===== config.mk =====
export PLATFORM = sky130hd
export DESIGN_NAME = hc154_line_decoder
export DESIGN_NICKNAME = d
export VERILOG_FILES = /design/src/rtl/hc154_pkg.sv /design/src/rtl/hc154_line_decoder_dec4to16_n.sv /design/src/rtl/hc154_line_decoder.sv
export SDC_FILE = /design/constraint.sdc
export NUM_CORES = 1
export LEC_CHECK = 0
export CORE_MARGIN = 5
export CORE_UTILIZATION = 40
export CTS_CLUSTER_SIZE = 20
export DETAILED_ROUTE_END_ITERATION = 10
export PLACE_DENSITY = 0.64
export SETUP_SLACK_MARGIN = 0.15
export SLEW_MARGIN = 10
export SYNTH_ARGS = -nofsm -noshare
export SYNTH_HDL_FRONTEND = slang
export SYNTH_HIERARCHICAL = 1
export SYNTH_SLANG_ARGS = --single-unit

===== constraint.sdc =====
create_clock -name clk -period 1.9 [get_ports clk]
set_clock_uncertainty 0.15 [all_clocks]
set_input_delay 0.19 -clock clk [delete_from_list [all_inputs] [get_ports clk]]
set_output_delay 0.19 -clock clk [all_outputs]
set_load 0.02 [all_outputs]

===== src/rtl/hc154_pkg.sv =====
// Shared types and sizes for the hc154 4-to-16 line decoder.
package hc154_pkg;

  localparam int NUM_LINES = 16;
  localparam int CODE_W    = 4;
  localparam int DWELL_W   = 8;

  typedef enum logic [1:0] {
    IDLE  = 2'd0,
    HOLD  = 2'd1,
    BLANK = 2'd2,
    SCAN  = 2'd3
  } state_e;

endpackage


===== src/rtl/hc154_line_decoder_dec4to16_n.sv =====
// Combinational 4-to-16 decoder with active-low one-hot output and enable.
module dec4to16_n
  import hc154_pkg::*;
(
  input  logic [CODE_W-1:0]    code_i,
  input  logic                 en_i,
  output logic [NUM_LINES-1:0] line_n_o
);

  always_comb begin
    line_n_o = '1;
    if (en_i) begin
      line_n_o = ~(NUM_LINES'(1) << code_i);
    end
  end

endmodule


===== src/rtl/hc154_line_decoder.sv =====
// Registered 74HC154-style line decoder: direct (valid/ready) and scan modes,
// with a one-cycle all-high blank between every line change.
module hc154_line_decoder
  import hc154_pkg::*;
#(
  parameter int DWELL_CYCLES = 4
) (
  input  logic                 clk,
  input  logic                 rst_n,
  input  logic                 EN_N,
  input  logic                 mode,
  input  logic [CODE_W-1:0]    code,
  input  logic                 code_valid,
  output logic                 code_ready,
  output logic [NUM_LINES-1:0] out_N,
  output logic [CODE_W-1:0]    cur_code,
  output logic                 wrap,
  output state_e               dbg_state_o
);

  if (DWELL_CYCLES < 1 || DWELL_CYCLES > 255) begin : g_bad_dwell
    $error("hc154_line_decoder: DWELL_CYCLES must be in 1..255");
  end

  localparam logic [DWELL_W-1:0] DWELL_LOAD = DWELL_W'(DWELL_CYCLES - 1);

  state_e                 state_q, state_d;
  logic [DWELL_W-1:0]     cnt_q, cnt_d;
  logic [CODE_W-1:0]      cur_q, cur_d;
  logic [NUM_LINES-1:0]   out_q, out_d;
  logic                   wrap_q, wrap_d;
  // Set while the current/last line came from scanning, so BLANK knows
  // whether to advance the index or start a fresh sweep at line 0.
  logic                   scan_q, scan_d;
  logic                   drive_d;

  // Handshake: a code transfers on a rising edge where code_valid and
  // code_ready are both high; code_ready depends only on registered state,
  // mode and EN_N, never on code_valid.
  assign code_ready = (state_q == IDLE) & ~mode & ~EN_N;

  always_comb begin
    state_d = state_q;
    cnt_d   = cnt_q;
    cur_d   = cur_q;
    wrap_d  = 1'b0;
    scan_d  = scan_q;
    if (EN_N) begin
      state_d = IDLE;
      cnt_d   = '0;
      cur_d   = '0;
      scan_d  = 1'b0;
    end else begin
      unique case (state_q)
        IDLE: begin
          if (mode) begin
            state_d = SCAN;
            cur_d   = '0;
            cnt_d   = DWELL_LOAD;
            scan_d  = 1'b1;
          end else if (code_valid) begin
            state_d = HOLD;
            cur_d   = code;
            cnt_d   = DWELL_LOAD;
            scan_d  = 1'b0;
          end
        end
        HOLD, SCAN: begin
          if (cnt_q == '0) begin
            state_d = BLANK;
          end else begin
            cnt_d = cnt_q - DWELL_W'(1);
          end
        end
        BLANK: begin
          if (mode) begin
            state_d = SCAN;
            cnt_d   = DWELL_LOAD;
            scan_d  = 1'b1;
            if (scan_q) begin
              cur_d  = cur_q + CODE_W'(1);
              wrap_d = (cur_q == CODE_W'(NUM_LINES - 1));
            end else begin
              cur_d = '0;
            end
          end else begin
            state_d = IDLE;
          end
        end
        default: state_d = IDLE;
      endcase
    end
  end

  assign drive_d = (state_d == HOLD) || (state_d == SCAN);

  dec4to16_n u_dec (
    .code_i   (cur_d),
    .en_i     (drive_d),
    .line_n_o (out_d)
  );

  always_ff @(posedge clk or negedge rst_n) begin
    if (!rst_n) begin
      state_q <= IDLE;
      cnt_q   <= '0;
      cur_q   <= '0;
      out_q   <= '1;
      wrap_q  <= 1'b0;
      scan_q  <= 1'b0;
    end else begin
      state_q <= state_d;
      cnt_q   <= cnt_d;
      cur_q   <= cur_d;
      out_q   <= out_d;
      wrap_q  <= wrap_d;
      scan_q  <= scan_d;
    end
  end

  assign out_N       = out_q;
  assign cur_code    = cur_q;
  assign wrap        = wrap_q;
  assign dbg_state_o = state_q;

endmodule


==> After elaboration in Yosys (flattened, before gate mapping) <==
Cells that the tools add are included.
{ "totals": {"ff_bits": 32, "inputBits": 9, "wordCells": 58, "output_inout_bits": 24} }
{ "classes": {"n_addsub": 2, "eq_ne": 9, "reduce_logical": 7, "n_shift": 1, "n_bitwise": 5, "n_mux": 28} }
{ "op_table": {"columns": ["operator", "n"], "rows": [
  ["$mux 8", 5],
  ["$pmux 8 s3", 1],
  ["$mux 4", 5],
  ["$mux 16", 1],
  ["$not 16->16", 1],
  ["$shl 1x4->16 const A", 1],
  ["$mux 2", 5],
  ["$logic_not 8->1", 1],
  ["$mux 1", 8],
  ["$pmux 4 s2", 1],
  ["$sub 8x1->8 const B", 1],
  ["$eq 2x2->1 const B", 3],
  ["$ne 3x3->1 const B", 2],
  ["$pmux 2 s3", 1],
  ["$reduce_and 3->1", 2],
  ["$add 4x1->4 const B", 1],
  ["$eq 2x1->1 const B", 2],
  ["$eq 4x4->1 const B", 1],
  ["$ne 4x4->1 const B", 1],
  ["$reduce_bool 3->1", 1],
  ["$and 1x1->1", 2],
  ["$logic_not 2->1", 1],
  ["$not 1->1", 2],
  ["$pmux 1 s2", 1],
  ["2 further kinds", 2]
]} }

==> Depth between registers and ports, before layout <==
Gate-level depths: netlist of run 1.
{ "depth": {"ltp_word": 8, "ltp_mapped": 8, "depth_no_buf": 8} }

==> Modules after synthesis <==
Netlist of run 1, hierarchy kept.
{ "by_module_without_submodules": {"columns": ["module", "area_each_um2", "cells_each", "n_inst"], "rows": [
  ["hc154_line_decoder", 1402.6, 120, 1],
  ["dec4to16_n", 168.9, 28, 1]
]} }

==> Worst setup path after synthesis of run 1 <==
OpenSTA, ideal clock, no wires.
{ "synth_path": {"path_type": "register -> register", "from": "register state_q[0], in the netlist dbg_state_o[0]", "to": "register out_q[6], in the netlist out_N[6]", "path_slack_ns": -0.335, "path_stages_with_launch": 8, "setup_time_ns": 0.094, "arrival_time_ns": 1.992, "n_path_buf": 2, "path_cell_list": "dfrtp_1 > clkbuf_1 > nor3_1 > nand3_1 > a31oi_1 > buf_2 > nand2_2 > or4_4"} }
{ "synth_via": {"word_cells_on_any_way": 18} }
{ "synth_lines": {"columns": ["item", "line", "text"], "rows": [
  ["from (decl)", "hc154_line_decoder.sv:27", "state_e state_q, state_d;"],
  ["from (signal assigned)", "hc154_line_decoder.sv:112", "state_q <= state_d;"],
  ["$eq 2x2->1 / $logic_not 2->1 (equally long branches)", "hc154_line_decoder.sv:54", "unique case (state_q)"],
  ["$pmux 4 s2 (*)", "hc154_line_decoder.sv:54", null],
  ["$mux 4 (*)", "hc154_line_decoder.sv:48", "if (EN_N) begin"],
  ["via cur_d[2]", "hc154_line_decoder.sv:29", "logic [CODE_W-1:0] cur_q, cur_d;"],
  ["$shl 1x4->16 (*)", "hc154_line_decoder_dec4to16_n.sv:13", "line_n_o = ~(NUM_LINES'(1) << code_i);"],
  ["$not 16->16 (*)", "hc154_line_decoder_dec4to16_n.sv:13", null],
  ["$mux 16 (*)", "hc154_line_decoder_dec4to16_n.sv:12", "if (en_i) begin"],
  ["via out_d[6]", "hc154_line_decoder.sv:30", "logic [NUM_LINES-1:0] out_q, out_d;"],
  ["to (signal assigned)", "hc154_line_decoder.sv:115", "out_q <= out_d;"],
  ["to (decl)", "hc154_line_decoder.sv:30", null]
]} }
Mark *: on every way through the listed nets, which the timed path passes. The rest lies on a longest branch.
A chain may end at the register's enable or synchronous reset.

==> Worst setup path after layout of run 1 <==
{ "layout_path": {"from": "register state_q[0], in the netlist dbg_state_o[0]", "to": "register out_q[13], in the netlist out_N[13]"} }
Same word-level chain as after synthesis.

==> results of run 1 <==
[logic make-up (layout without fill, tap and decap cells)]
group / after synthesis / after routing / share of synthesized area [%]
buf+inv: 12 / 93 / 4.22
compound gates: 25 / 25 / 10.1
fa+ha+maj: 3 / 3 / 2.39
mux: 5 / 5 / 3.26
flops: 32 / 32 / 52.2
simple gates: 71 / 72 / 27.8
[final cells by class]
cell class	count	area [um2]	share of cell area (%)
Clock buffer	8	80.1	2.94
Inverter	4	17.5	0.643
Multi-Input combinational cell	105	1000	36.7
Sequential cell	32	830	30.4
Tap cell	48	60.1	2.20
Timing Repair Buffer	81	738	27.1
[metal layers]
layer,global-route usage [%],wire length (um)
met1,24.7,2150
met2,27.3,2420
met3,5.51,333
met4,7.38,110
met5,0,0
[final timing paths]
check / from / endpoint / slack, ns
worst max-delay path: dbg_state_o[0] / out_N[13] / -0.05
worst min-delay path: rst_n / cnt_q[1] / 0.16
worst max register to register: dbg_state_o[0] / out_N[13] / -0.05
worst min register to register: cnt_q[0] / cnt_q[0] / 0.41
max in group asynchronous: rst_n / out_N[9] / 1.09
min in group clk: code[1] / cur_code[1] / 0.38
[state kept, by name, indices dropped and copies added (netlist names)]
name         flops
wrap             1
dbg_state_o      2
scan_q           1
cur_code         4
cnt_q            8
out_N           16
[repair_timing]
action | in CTS | in global routing
pin swaps | 16 | 14
resized for setup | 41 | 50
endpoints found under the setup margin | 28 | 38
gates cloned | 1 | 0
hold endpoints to repair | 0 | 0
buffers inserted | 8 | 10
[power groups by stage]
stage	Sequential [uW]	Combinational [uW]	Clock (uW)
3_3_place_gp	802	542	0
2_1_floorplan	813	323	0
3_5_place_dp	806	557	0
4_1_cts	801	663	505
5_1_grt	811	898	540
6_report	804	838	494
[cell usage after synthesis, types with 3 or more instances]
cell type,instances
sky130_fd_sc_hd__dfrtp_1,16
sky130_fd_sc_hd__dfstp_2,16
sky130_fd_sc_hd__a21oi_1,9
sky130_fd_sc_hd__nand2_1,8
sky130_fd_sc_hd__nand3_1,7
sky130_fd_sc_hd__nand4_1,7
sky130_fd_sc_hd__nor2_1,7
sky130_fd_sc_hd__nor2b_1,6
sky130_fd_sc_hd__o21ai_0,5
sky130_fd_sc_hd__mux2i_1,4
sky130_fd_sc_hd__nand2b_1,4
sky130_fd_sc_hd__nor3_1,4
sky130_fd_sc_hd__or3_1,4
sky130_fd_sc_hd__buf_2,3
sky130_fd_sc_hd__clkbuf_1,3
sky130_fd_sc_hd__ha_1,3
sky130_fd_sc_hd__inv_1,3
sky130_fd_sc_hd__nand3b_1,3
sky130_fd_sc_hd__nor4_1,3
sky130_fd_sc_hd__or3b_1,3
sky130_fd_sc_hd__or4_1,3
[stage by stage]
step / hold WS [ns] / TNS (ns) / cell area, um2 / util (%)
after global routing: 0.187 / -0.653 / 2730 / 72.8
final: 0.161 / -0.156 / 2730 / 72.8
after floorplan: -0.256 / -0.516 / 1650 / -
after global placement: 0.385 / -5.33 / 2200 / 58.8
after CTS: 0.175 / 0 / 2470 / 65.9
after detailed placement: 0.408 / -6.79 / 2200 / 58.8
==> impl_metrics.ini, run 1 <==
[clocking]
clockBufferDepth = 2
clock_tree.htree_level_count = 2
worstSkewPairLatency_ns = 0.29
cts_buffers = 5
cts_root_buf = sky130_fd_sc_hd__clkbuf_8
cts_tree = done
clk_transition_reported_paths_ns = 0.07
cts_sinks = 32
postCtsHoldBufs = 0

[die]
x_dimension_of_the_die_um = 72.7
die-height_um = 72.7
core_region_area_um2 = 3740
floorplan_die_area_um2 = 5280
initial_core_utilization_pct = 42.0
placement_rows = 22
top_level_ports = 33

[place]
routabilityCongestion = 0.858
io_buffer_count = 32
hpwl_um = 2870
setup_slack_placement_ns = -0.443
dp.cells = 251

[final_layout]
final_common_cell = sky130_fd_sc_hd__buf_4
antennaDiodeCount = 0
layout-area-overhead-vs-synth_pct = 73.4
layout_common_cells = 43 x sky130_fd_sc_hd__buf_4, 16 x sky130_fd_sc_hd__dfstp_2, 14 x sky130_fd_sc_hd__dlymetal6s2s_1
filler_cell_count = 253
non_filler_instance_count_after_layout = 278
finish.net_count = 241
post_route_cells_drive_above_1_share_pct = 57.8

[power_and_ir_drop]
power.share.sequential_pct = 37.7
combPwrFrac_pct = 39.2
pwr-share-clk_pct = 23.1
power.leakage_uw = 0.00114
p_int_uw = 1440
power-per-cell-area_nw_per_um2 = 784
power.switching_fraction_pct = 32.7
power.ir.vdd_worst_mv = 0.581
total_power_uw = 2140
p_switching_uw = 698

[global_routing]
gr-total-overflow = 0
first_global_vias = 1516
grt_pass1_wl_um = 7420
grt_start_max_net_pins = 33
gr_usage_total_pct = 18.3
grt_antenna_before_repair = 0

[critical_path]
crit_path_max_fanout = 7
path_delay_family = compound AO/OA/AOI/OAI gates
cell_chain_critical_path = buf_6 -> o21bai_4 -> a22oi_2 -> a21oi_4 -> buf_4 -> or3_4
worstSetupPathDepth = 6
setup.worst_path.class = reg2reg
r2r_cells = 6
cp_data_arrival_time_ns = 2.00
setup.worst_path.start_class = register
cpPeakStageDelay_ns = 0.48
endpoint_kind = register
worst_path_required_time_ns = 1.95
highest_delay_cell_along_the_critical_path = sky130_fd_sc_hd__dfrtp_2
critical_path_buf_inv_count = 2

[timing]
min_period_ns = 1.95
grt_setup_unrepaired = yes
worst_slack_ns = -0.0536
final.period_utilization_pct = 103
setup-violations-final = 5
timing_hold_violations_final = 0
maxSlewHeadroom_pct = 72.2
maxClockFrequency_mhz = 512
worst_pin_slew_ns = 0.416
final-max-slew-violation-count = 0

[job]
max-cap-violations = 0

[synthesis]
synth.ff_latch_count = 32
yosys_warnings = 6
edff_count_synth = 0
synth_area_per_cell_um2 = 10.6
synth_top_area_cell = sky130_fd_sc_hd__dfstp_2
area_share_of_the_largest_cell_type_after_synthesis_pct = 26.8
yosys-top-cells-area = sky130_fd_sc_hd__dfstp_2 27%, sky130_fd_sc_hd__dfrtp_1 25%, sky130_fd_sc_hd__a21oi_1 2.9%
syn-num-nets = 160
synth_seq_area_share_pct = 52.2
syn-instance-count = 148
asyncSetResetFlopFracSynth_pct = 100
netlist_area_um2 = 1570
ys_types = 44
synth_flop_cell = sky130_fd_sc_hd__dfstp_2

[route]
detail_route.wl_per_cell_um = 18.1
drt_first_pass_iters = 4
postRouteWirelength_um = 5020
detail_route.drc_violations = 0
vias_per_cell = 5.55
drtIter0Drc = 96
vias = 1543
drtAntennaViolNets = 0

[min_path]
min-delay-path-class = in2async

[outcome]
violations = setup timing
outcome = finished with violations
(Power assumes the default switching activity.)
==> run 2: changes to the inputs <==
--- a/config.mk
+++ b/config.mk
@@ -9,6 +9,7 @@
 export CORE_UTILIZATION = 40
 export CTS_CLUSTER_SIZE = 20
 export DETAILED_ROUTE_END_ITERATION = 10
+export GPL_TIMING_DRIVEN = 0
 export PLACE_DENSITY = 0.64
 export SETUP_SLACK_MARGIN = 0.15
 export SLEW_MARGIN = 10
==> impl_metrics.ini, run 2 (synthesis gave the netlist of run 1 again) <==
[timing]
setup-violations-final = 20
min_period_ns = 2.16
fin_worst_hold_slack_ns = 0.342
grt_setup_unrepaired = yes
maxSlewHeadroom_pct = 52.3
timing_hold_violations_final = 0
final.period_utilization_pct = 114
final-max-slew-violation-count = 0
worst_pin_slew_ns = 0.716
worst_slack_ns = -0.260
maxClockFrequency_mhz = 463

[final_layout]
final_common_cell = sky130_fd_sc_hd__buf_4
antennaDiodeCount = 0
post_route_cells_drive_above_1_share_pct = 60.1
finish.net_count = 249
largest_register_ffs = 16
layout-area-overhead-vs-synth_pct = 82.5
layout_common_cells = 38 x sky130_fd_sc_hd__buf_4, 16 x sky130_fd_sc_hd__dlygate4sd2_1, 16 x sky130_fd_sc_hd__dfstp_2

[place]
setup_slack_placement_ns = -0.806
hpwl_um = 2630
io_buffer_count = 32
routabilityCongestion = 0.854

[global_routing]
grt_start_max_net_pins = 33
grt_pass1_wl_um = 8070
first_global_vias = 1691
grt_antenna_before_repair = 0
gr_usage_total_pct = 19.7
gr-total-overflow = 0

[route]
detail_route.wl_per_cell_um = 18.8
drtAntennaViolNets = 0
drt_first_pass_iters = 4
drtIter0Drc = 167
detail_route.drc_violations = 0
vias = 1591
postRouteWirelength_um = 5380
vias_per_cell = 5.56

[critical_path]
ff2ff_setup_slack_ns = -0.26
critical-path-top-cell-by-count = sky130_fd_sc_hd__buf_6
worst_path_required_time_ns = 1.95
endpoint_kind = register
rr_startpoint = dbg_state_o[0]
crit_path_max_fanout = 5
cpPeakStageDelay_ns = 0.49
highest_delay_cell_along_the_critical_path = sky130_fd_sc_hd__or4_4
worst_r2r_endpoint = out_N[6]
setup.worst_path.start_class = register
critical_path_buf_inv_count = 4
cell_chain_critical_path = buf_8 -> nor3_4 -> buf_6 -> nand3_2 -> a21oi_2 -> buf_6 -> inv_4 -> or4_4
setup.worst_path.class = reg2reg
r2r_cells = 8
cp_data_arrival_time_ns = 2.22
path_delay_family = simple AND/OR/NAND/NOR gates

[power_and_ir_drop]
power.ir.vdd_worst_mv = 0.579
power.share.sequential_pct = 34.4
p_int_uw = 1550
power-per-cell-area_nw_per_um2 = 809
p_switching_uw = 775
combPwrFrac_pct = 41.4
power.leakage_uw = 0.00116
power.switching_fraction_pct = 33.4
pwr-share-clk_pct = 24.1

[die]
placement_rows = 22
x_dimension_of_the_die_um = 72.7
core_region_area_um2 = 3740
floorplan_die_area_um2 = 5280
initial_core_utilization_pct = 42.0
die-height_um = 72.7
top_level_ports = 33

[outcome]
outcome = finished with violations
violations = setup timing

[clocking]
worstSkewPairLatency_ns = 0.29
clockBufferDepth = 2
cts_tree = done
cts_root_buf = sky130_fd_sc_hd__clkbuf_8
clock_tree.htree_level_count = 2
cts_buffers = 5
clk_transition_reported_paths_ns = 0.08
cts_sinks = 32

[job]
max-cap-violations = 0

[min_path]
min-delay-path-class = in2async
==> run 2: changes by cell type in the layout (fill, tap and decap cells not counted), sizes merged <==
cell           before  now
dlygate4sd2         7   16
dlymetal6s2s       14    5
buf                50   57
clkbuf              8   10
clkdlybuf4s50      10    8
and4                3    2
dlygate4sd3         0    1
inv                 4    5
==> run 2: worst max path at each step <==
stage,depth (start not counted),end,slack [ns],from
floorplan,8,out_N[6],-0.12,cur_code[0]
global placement,8,out_N[5],-0.81,mode
detailed placement,8,out_N[13],-0.81,mode
CTS,8,out_N[6],-0.13,cur_code[1]
global route,8,out_N[6],-0.27,dbg_state_o[0]
finish,8,out_N[6],-0.26,dbg_state_o[0]
==> run 2: worst reg2reg max path, cell delays in order (launching register included) <==
cell	delay [ns]
sky130_fd_sc_hd__dfrtp_2	0.46
sky130_fd_sc_hd__buf_8	0.15
sky130_fd_sc_hd__nor3_4	0.24
sky130_fd_sc_hd__buf_6	0.14
sky130_fd_sc_hd__nand3_2	0.07
sky130_fd_sc_hd__a21oi_2	0.19
sky130_fd_sc_hd__buf_6	0.14
sky130_fd_sc_hd__inv_4	0.04
sky130_fd_sc_hd__or4_4	0.49
==> run 2: cell type report <==
class / count / area (um2)
plain buffers: 8 / 103
clock buffers: 7 / 86.3
clock inverters: 1 / 6.26
fillers: 231 / 876
inverters: 4 / 17.5
multi-input cells: 104 / 1020
flip-flops and latches: 32 / 830
well taps: 48 / 60.1
repair buffers: 82 / 747
==> run 2: per-layer routing <==
layer  vias up  track usage (%)  wire length (um)
met5         -                0                 0
met4         0             7.99               110
met3        17             4.96               322
met2        67             32.0              2640
met1       784             25.0              2300
li1        723                -                 -
==> run 2: power groups by stage <==
stage	logic (uW)	registers (uW)	clock network, uW
6_report	961	799	560
3_3_place_gp	468	801	0
2_1_floorplan	323	813	0
4_1_cts	755	790	564
5_1_grt	1020	804	607
3_5_place_dp	479	804	0
==> run 2: through the flow <==
| step | power, uW | setup TNS [ns] | area, um2 | utilization [%] | instances |
|---|---|---|---|---|---|
| detailed placement | 1280 | -11.82 | 2030 | 54.2 | 228 |
| global placement | 1270 | -13.64 | 2030 | 54.3 | 228 |
| finish | 2320 | -2.00 | 2870 | 76.6 | 286 |
| floorplan | 1140 | -0.516 | 1650 | - | 148 |
| global route | 2430 | -3.18 | 2870 | 76.6 | 286 |
| CTS | 2110 | -0.429 | 2600 | 69.5 | 272 |
==> run 2: timing repair <==
action	CTS	global route
endpoints found under the setup margin	35	30
hold buffers	1	0
pin swaps	24	27
endpoints found under the hold margin	16	0
setup buffers	35	13
cloned	0	1
resized for setup	79	36
==> run 3: changes to the inputs <==
--- a/config.mk
+++ b/config.mk
@@ -5,12 +5,14 @@
 export SDC_FILE = /design/constraint.sdc
 export NUM_CORES = 1
 export LEC_CHECK = 0
+export CELL_PAD_IN_SITES_DETAIL_PLACEMENT = 0
+export CELL_PAD_IN_SITES_GLOBAL_PLACEMENT = 1
 export CORE_MARGIN = 5
-export CORE_UTILIZATION = 40
+export CORE_UTILIZATION = 35
 export CTS_CLUSTER_SIZE = 20
 export DETAILED_ROUTE_END_ITERATION = 10
 export GPL_TIMING_DRIVEN = 0
-export PLACE_DENSITY = 0.64
+export PLACE_DENSITY = 0.71
 export SETUP_SLACK_MARGIN = 0.15
 export SLEW_MARGIN = 10
 export SYNTH_ARGS = -nofsm -noshare
==> impl_metrics.ini, run 3 (synthesis gave the netlist of run 1 again) <==
[clocking]
clk_transition_reported_paths_ns = 0.07
worstSkewPairLatency_ns = 0.28
cts_tree = done
clockBufferDepth = 2
cts_root_buf = sky130_fd_sc_hd__clkbuf_8
clock_tree.htree_level_count = 2
cts_buffers = 5
cts_sinks = 32

[final_layout]
final_common_cell = sky130_fd_sc_hd__buf_4
antennaDiodeCount = 0
filler_cell_count = 340
largest_register_ffs = 16
utilization_after_layout_pct = 64.0
layout.area.seq_um2 = 830
post_route_cells_drive_above_1_share_pct = 58.2
multi_input_comb_area_um2 = 985
non_filler_instance_count_after_layout = 284
layout-area-overhead-vs-synth_pct = 77.3
finish.net_count = 243
layout_common_cells = 33 x sky130_fd_sc_hd__buf_4, 18 x sky130_fd_sc_hd__dlygate4sd2_1, 16 x sky130_fd_sc_hd__dfstp_2

[timing]
setup-violations-final = 13
worst_slack_ns = -0.158
worst_pin_slew_ns = 0.686
maxSlewHeadroom_pct = 54.3
final-max-slew-violation-count = 0
grt_setup_unrepaired = yes
min_period_ns = 2.06
timing_hold_violations_final = 0
maxClockFrequency_mhz = 486
final.period_utilization_pct = 108

[global_routing]
grt_antenna_before_repair = 0
gr_usage_total_pct = 16.5
grtUsageMet1_pct = 20.5
grt_util_met3_pct = 5.15
gr-total-overflow = 0
first_global_vias = 1641
grt_start_max_net_pins = 33
grt_pass1_wl_um = 7910
gr-usage-met2_pct = 27.5
grt_busiest_layer = met2

[min_path]
min-delay-path-class = in2reg
hold_path_cells = 3

[critical_path]
worstSetupPathDepth = 8
ff2ff_setup_slack_ns = -0.16
highest_delay_cell_along_the_critical_path = sky130_fd_sc_hd__or4_1
worst_path_required_time_ns = 1.95
r2r_cells = 8
critical_path_buf_inv_count = 3
setup.worst_path.class = reg2reg
cell_chain_critical_path = buf_8 -> buf_12 -> nor2b_4 -> o21bai_4 -> a22oi_2 -> a21oi_4 -> buf_6 -> or4_1
cp_data_arrival_time_ns = 2.11
crit_path_max_fanout = 7
cpPeakStageDelay_ns = 0.49
endpoint_kind = register
path_delay_family = simple AND/OR/NAND/NOR gates
setup.worst_path.start_class = register

[route]
drtIter0Drc = 41
postRouteWirelength_um = 4590
drt_first_pass_iters = 4
vias_per_cell = 5.24
detail_route.drc_violations = 0
detail_route.wl_per_cell_um = 16.1
drtAntennaViolNets = 0
vias = 1489

[outcome]
violations = setup timing
outcome = finished with violations

[place]
setup_slack_placement_ns = -0.866
dp.cells = 232
routabilityCongestion = 0.794
hpwl_um = 2760
io_buffer_count = 32

[power_and_ir_drop]
power.ir.vdd_worst_mv = 0.454
power-per-cell-area_nw_per_um2 = 810
power.leakage_uw = 0.00114

[die]
floorplan_die_area_um2 = 5930
placement_rows = 24
core_region_area_um2 = 4350
x_dimension_of_the_die_um = 77.0
initial_core_utilization_pct = 36.1
top_level_ports = 33
die-height_um = 77.0

[job]
max-cap-violations = 0
-- run 3: changes by cell type in the layout (fill, tap and decap cells not counted), moves of 2 or more --
| cell | change |
|---|---|
| sky130_fd_sc_hd__dlygate4sd2_1 | +2 |
| sky130_fd_sc_hd__buf_4 | -5 |
| sky130_fd_sc_hd__dlymetal6s2s_1 | -2 |
| sky130_fd_sc_hd__ha_4 | -2 |
-- run 3: area by class of cell --
cell class / count / share of cell area [%]
well taps: 52 / 2.33
repair buffers: 76 / 24.3
flip-flops and latches: 32 / 29.8
clock inverters: 2 / 0.539
clock buffers: 6 / 3.37
inverters: 4 / 0.629
multi-input cells: 104 / 35.3
plain buffers: 8 / 3.68
-- run 3: repair_timing --
action	CTS	global route
gates cloned	2	0
setup endpoints to repair	39	25
hold endpoints to repair	16	0
hold buffers	1	0
resized for setup	75	28
pin swaps	20	14
buffers inserted	34	7
-- run 3: worst paths after layout --
check | start | end
min reg2reg | cnt_q[6] | cnt_q[6]
max in group asynchronous | rst_n | cur_code[1]
min in group asynchronous | rst_n | scan_q
max | dbg_state_o[1] | out_N[4]
max reg2reg | dbg_state_o[1] | out_N[4]
min | EN_N | cnt_q[0]
-- run 3: worst register-to-register path, delay by kind of cell (launching register included) --
| family | cells | cell delay, ns |
|---|---|---|
| and+or+nand+nor | 2 | 0.65 |
| DFF | 1 | 0.41 |
| buffers and inverters | 3 | 0.40 |
| AOI/OAI and AO/OA | 3 | 0.37 |
-- run 3: metal layers --
layer  up-vias  part of all wire, %
met1       739                   45
li1        715                    -
met5         -                    0
met3         6                  3.6
met4         0                  1.1
met2        29                   50
-- run 3: where the power goes --
part / total [uW] / switching (uW) / internal, uW / leakage (uW)
clock network: 609 / 266 / 343 / 0.0000573
registers: 793 / 53.5 / 739 / 0.000372
logic: 854 / 397 / 457 / 0.000712
total: 2260 / 717 / 1540 / 0.00114
-- run 3: stage by stage --
| stage | power, uW | cell area [um2] | TNS, ns | hold WS, ns |
|---|---|---|---|---|
| global route | 2390 | 2790 | -2.34 | 0.297 |
| global placement | 1280 | 2040 | -14.21 | 0.416 |
| detailed placement | 1280 | 2030 | -12.54 | 0.133 |
| floorplan | 1140 | 1650 | -0.516 | -0.256 |
| finish | 2260 | 2790 | -0.813 | 0.265 |
| CTS | 2150 | 2600 | -0.330 | 0.352 |
